## config.mk

```make
export PLATFORM = sky130hd
export DESIGN_NAME = scan_driver
export DESIGN_NICKNAME = d
export VERILOG_FILES = /design/src/rtl/scan_driver.sv
export SDC_FILE = /design/constraint.sdc
export NUM_CORES = 1
export LEC_CHECK = 0
export BUFFER_PORTS_ARGS = -buffer_cell sky130_fd_sc_hd__buf_2
export CAP_MARGIN = 10
export CORE_UTILIZATION = 45
export DETAILED_ROUTE_END_ITERATION = 6
export GPL_ROUTABILITY_DRIVEN = 0
export GPL_TIMING_DRIVEN = 0
export PLACE_DENSITY = 0.72
export REMOVE_ABC_BUFFERS = 1
export SYNTH_ARGS = -nofsm -noshare
export SYNTH_HDL_FRONTEND = slang
export SYNTH_SLANG_ARGS = --single-unit
```

## constraint.sdc

```tcl
create_clock -name clk -period 1.5 [get_ports clk]
set_input_delay 0.225 -clock clk [delete_from_list [all_inputs] [get_ports clk]]
set_output_delay 0.225 -clock clk [all_outputs]
set_load 0.01 [all_outputs]
```

## src/rtl/scan_driver.sv

```systemverilog
// Display scan controller: walks five mux slots at a fixed dwell, blanks the
// start of each slot, and drives registered segment/digit outputs.
module scan_driver #(
  parameter int DIV   = 1000,
  parameter int BLANK = 2
) (
  input  logic       clk,
  input  logic       rst,
  input  logic       en,
  input  logic [7:0] data_in,
  output logic [3:0] adress,
  output logic [7:0] seg,
  output logic [4:0] digit,
  output logic       frame_tick
);

  localparam int CW = (DIV > 1) ? $clog2(DIV) : 1;
  localparam logic [CW-1:0] CNT_LAST = CW'(DIV - 1);

  logic [2:0]    slot_reg;
  logic [CW-1:0] cnt_reg;
  logic [7:0]    seg_reg;
  logic [4:0]    digit_reg;
  logic          frame_tick_reg;
  logic [4:0]    slot_onehot;
  logic          show;

  genvar gi;
  generate
    for (gi = 0; gi < 5; gi++) begin : g_onehot
      assign slot_onehot[gi] = (slot_reg == 3'(gi));
    end
  endgenerate

  // Slot 0 maps to the mux default input, so the select is the upper four bits.
  assign adress = slot_onehot[4:1];

  generate
    if (BLANK == 0) begin : g_noblank
      assign show = 1'b1;
    end else begin : g_blank
      assign show = (cnt_reg >= CW'(BLANK));
    end
  endgenerate

  always_ff @(posedge clk) begin
    if (rst) begin
      slot_reg       <= 3'd0;
      cnt_reg        <= '0;
      seg_reg        <= 8'h00;
      digit_reg      <= 5'b00000;
      frame_tick_reg <= 1'b0;
    end else begin
      frame_tick_reg <= en && (slot_reg == 3'd4) && (cnt_reg == CNT_LAST);
      if (en) begin
        if (cnt_reg == CNT_LAST) begin
          cnt_reg  <= '0;
          slot_reg <= (slot_reg == 3'd4) ? 3'd0 : slot_reg + 3'd1;
        end else begin
          cnt_reg <= cnt_reg + CW'(1);
        end
      end
      // Outputs lag the (slot, cnt) state by one edge.
      if (en && show) begin
        seg_reg   <= data_in;
        digit_reg <= slot_onehot;
      end else begin
        seg_reg   <= 8'h00;
        digit_reg <= 5'b00000;
      end
    end
  end

  assign seg        = seg_reg;
  assign digit      = digit_reg;
  assign frame_tick = frame_tick_reg;

endmodule

```

== Word-level counts from Yosys, hierarchy flattened ==
Cells that the tools add are included.

* Reduce and logical (&&, ||, !) cells: 6
* Add/subtract/negate cells: 2
* Magnitude comparators: 1
* Equal/unequal tests: 5
* Bitwise gates (word level): 1
* Muxes and demuxes: 2

{| class="wikitable"
|+ Operators with widths
! kind !! number
|-
| $add 10x1->10 const B || 1
|-
| $eq 10x10->1 const B || 1
|-
| $ge 10x2->1 const B || 1
|-
| $mux 10 || 1
|-
| $eq 3x2->1 const B || 2
|-
| $add 3x1->3 const B || 1
|-
| $eq 3x1->1 const B || 1
|-
| $eq 3x3->1 const B || 1
|-
| $logic_and 1x1->1 || 3
|-
| $logic_not 3->1 || 1
|-
| $mux 3 || 1
|-
| $reduce_and 2->1 || 1
|-
| $reduce_or 2->1 || 1
|-
| $not 1->1 || 1
|}

* Register bits: 27
* Output and inout bits: 18
* Logic and storage cells: 22

== Longest topological paths before layout ==
* Depth after elaboration: 4
* Mapped depth: 6
* Mapped depth without buffers: 5

== Worst setup path before layout ==
No wires, ideal clock.

* Path kind: reg-to-reg
* From: register cnt_reg[1]
* To: register cnt_reg[3]
* Stages on the path, launching flop included: 5
* Path slack: 0.089 ns
* Required time: 1.372 ns
* Clock period less this slack: 1.411 ns
* Setup time: 0.128 ns
* Arrival time: 1.282 ns
* Cells stage by stage: dfxtp_1 -> ha_1 -> nand4bb_1 -> o31ai_4 -> nor2_1

* Word-level cells in the longest chain between the ends: 2
* Elaborated cells on any way between the ends: 3
* Those cells by class: add/sub (1); eq/ne (1); mux (1)

{| class="wikitable"
|+ Ends and longest elaborated chain
! item !! line !! text
|-
| from (decl) || 21 || <nowiki>logic [CW-1:0] cnt_reg;</nowiki>
|-
| from (signal assigned) || 60 || <nowiki>cnt_reg <= cnt_reg + CW'(1);</nowiki>
|-
| $add 10x1->10 or $eq 10x10->1 (tied branches) || 60, 56 ||
|-
| $mux 10 (*) || 56 || <nowiki>if (cnt_reg == CNT_LAST) begin</nowiki>
|}

Every way passes the cells marked *; elsewhere a longest branch is shown, timed or not.
A chain may end at the register's enable or synchronous reset.

== Worst setup path after layout ==
* From: register cnt_reg[0]
* To: register seg_reg[5] (netlist: seg[5])

* Word-level cells in the longest chain between the ends: 4

{| class="wikitable"
|+ Ends and longest elaborated chain
! item !! line !! text
|-
| $ge 10x2->1 || 42 || <nowiki>assign show = (cnt_reg >= CW'(BLANK));</nowiki>
|-
| $logic_and 1x1->1 || 64 || <nowiki>if (en && show) begin</nowiki>
|-
| $not 1->1 (no line) || -- ||
|-
| $reduce_or 2->1 (no line) || -- ||
|-
| to (signal assigned) || 65 || <nowiki>seg_reg <= data_in;</nowiki>
|-
| to (decl) || 22 || <nowiki>logic [7:0] seg_reg;</nowiki>
|}

Every way passes these cells.

==> flow_metrics.tcl <==
set metrics [dict create \
    worst_ir_drop_vdd_mv 0.480 \
    vias_per_cell 5.52 \
    grt_usage 0.189 \
    synth_top_family_by_area "simple AND/OR/NAND/NOR gates" \
    first_global_vias 839 \
    h-tree-depth 1 \
    hold_path_end "seg[2]" \
    worst_r2r_endpoint "seg[5]" \
    syn_inst 121 \
    p_comb_frac 0.079 \
    clock_latency_ns 0.34 \
    cellPowerDensity_mw_per_mm2 751 \
    antenna_left 0 \
    worstSetupStartpointType "register" \
    finalNonFillerCells 181 \
    overflow 0 \
    antenna_found_initial 0 \
    via_count 1000 \
    clock_path_buffers 2 \
    regToRegStartpoint "cnt_reg[0]" \
    crit_chain "inv_1 -> ha_1 -> nor4_4 -> buf_4 -> a311oi_4 -> and2_1" \
    fmax_mhz 680 \
    port_buffers 28 \
    syn_avg_cell_area_um2 9.99 \
    synth_compound_area_frac 0.125 \
    synth-seq-cells 27 \
    finalSetupViolCount 0 \
    fill_cells 206 \
    cp-end-kind "register" \
    seq_area_frac_synth 0.447 \
    p_seq_frac 0.627 \
    drc_errors 0 \
    drt_wl_total_mm 2.49 \
    p_int_uw 880 \
    design.die.area_mm2 0.00290 \
    fin_worst_skew_ns 0.0110 \
    worst_pin_slew_ns 0.393 \
    criticalPathCategory "reg -> reg" \
    synth_xor_area_frac 0.0217 \
    drive_gt1_frac 0.450 \
    rows 18 \
    synth_edf_count 0 \
    yosys.area_share.simple 0.276 \
    antennaDiodeCount 0 \
    drt-pass1-iter-count 4 \
    synthToLayoutAreaGrowth_pct 29.7 \
    dpl.cell_count 172 \
    synth_flop_cell "dfxtp_1" \
    critPathMaxFanout 7 \
    arrival_ns 1.73 \
    setup_ws_ns 0.0291 \
    cts_tree "yes" \
    final-hold-violation-count 0 \
    ys_types 32 \
    drv_cap 0 \
    crit_required_ns 1.76 \
    core_area_mm2 0.00250 \
    drv_slew 0 \
    die_w_um 53.8 \
    p_sw_frac 0.253 \
    min_period_ns 1.47 \
    hold_path.startpoint "data_in[2]" \
    period_share 0.981 \
    synth_adder_area_share 0.0725 \
    cpPeakStageDelay_ns 0.41 \
    r2r_cells 6 \
    boundaryPins 29 \
    cts.reportedPaths.clkPinSlew_ns 0.16 \
    final_cell_mix "buf_2 (27), dfxtp_1 (19), and2_1 (12), a21oi_1 (9)" \
    cp.buffers_inverters 2 \
    switchingPower_uw 298 \
    synth.cell_area_mm2 0.00121 \
    nets 170 \
    wl_per_cell_um 13.8 \
    root_buffer "clkbuf_4" \
    cts_hold_buffers 0 \
    drtIter0Drc 9 \
    slowest_stage "dfxtp_4" \
    final_common_cell "buf_2" \
    fin_util 0.627 \
    rsz0062_at_grt "true" \
    r2r_setup_slack_ns 0.03 \
    status "finished clean" \
    grt_max_degree 18 \
    grt_pass1_wl_mm 3.86 \
    clkSinkCount 27 \
    hp-class "in -> reg" \
    yosys-mux-area-fraction 0 \
    synth_warnings 0 \
    largest_reg_flops 10 \
    clkPwrFrac 0.295 \
    async_flop_share 0 \
    crit_family "flip-flops" \
    hpwl_mm 1.59 \
    slew_headroom 0.736 \
    p_leak_uw 0.000659 \
    cts_buffers 3 \
    die_y_um 53.8 \
    hold_depth 2 \
    start_util 0.483 \
    dp_slack_ns -0.469 \
]
==> worst max path at each step <==
stage               cells after the start  slack [ns]        from        to
detailed placement                      4       -0.47  cnt_reg[1]  digit[0]
global route                            6       -0.05  cnt_reg[0]  digit[0]
global placement                        4       -0.47  cnt_reg[1]  digit[0]
CTS                                     5      0.0007  cnt_reg[0]  digit[0]
finish                                  6        0.03  cnt_reg[0]    seg[5]
floorplan                               4       -0.02  cnt_reg[1]  digit[0]
==> worst reg2reg max path, stage by stage, from the launching register on <==
cell and delay [ns]:
dfxtp_4 0.41, inv_1 0.06, ha_1 0.22, nor4_4 0.20
buf_4 0.18, a311oi_4 0.13, and2_1 0.20
==> routing by layer <==
| layer | vias up | track usage | routed length (um) |
|---|---|---|---|
| li1 | 495 | - | - |
| met5 | - | 0 | 0 |
| met3 | 5 | 0.0367 | 120 |
| met1 | 471 | 0.249 | 1090 |
| met2 | 29 | 0.292 | 1240 |
| met4 | 0 | 0.0921 | 46 |
==> power groups by stage <==
| stage | Clock, uW | Combinational (uW) | Sequential (uW) |
|---|---|---|---|
| 4_1_cts | 352 | 76.0 | 737 |
| 3_3_place_gp | 0 | 58.3 | 752 |
| 5_1_grt | 379 | 104 | 740 |
| 6_report | 347 | 92.9 | 738 |
| 2_1_floorplan | 0 | 26.3 | 755 |
| 3_5_place_dp | 0 | 60.6 | 753 |
==> final cells by class <==
class	count	area (um2)	share of cell area
well taps	30	37.5	0.0239
clock buffers	3	22.5	0.0144
clock inverters	1	8.76	0.00559
inverters	6	22.5	0.0144
multi-input cells	82	726	0.463
repair buffers	32	193	0.123
flip-flops and latches	27	558	0.356
==> Yosys cell counts, types with 2 or more instances <==
master	number	area [um2]
nor2_1	4	15.0
xor2_1	3	26.3
nand3_1	2	10.0
nand4_1	6	37.5
nand4_4	2	42.5
o31ai_1	5	37.5
dfxtp_1	27	541
buf_4	5	37.5
or3_1	2	12.5
and2_1	14	87.6
nor4_1	2	12.5
and3_1	2	12.5
nand2_1	6	22.5
a21oi_1	9	45.0
ha_1	7	87.6
inv_1	6	22.5
o21ai_0	3	15.0
nor2b_1	2	12.5
==> per-stage QoR <==
stage	TNS (ns)	area [um2]	total power, uW	hold WS [ns]
floorplan	-0.0234	1160	781	0.294
global placement	-6.68	1340	811	0.424
detailed placement	-7.17	1340	813	0.428
CTS	0	1480	1170	0.0605
global route	-0.353	1570	1220	0.0613
finish	0	1570	1180	0.0660
==> kinds of logic (layout without fill, tap and decap cells) <==
logic type      count (synthesis)  count (layout)
simple gates                   49              49
flops                          27              27
compound gates                 22              23
buf+inv                        13              42
fa+ha+maj                       7               7
xor+xnor                        3               3
==> what timing repair did <==
item | CTS | global route
resized for setup | 19 | 17
cloned | 1 | 0
buffers inserted | 2 | 2
setup endpoints to repair | 27 | 30
pin swaps | 2 | 9
Power figures use the tool's default switching activity.
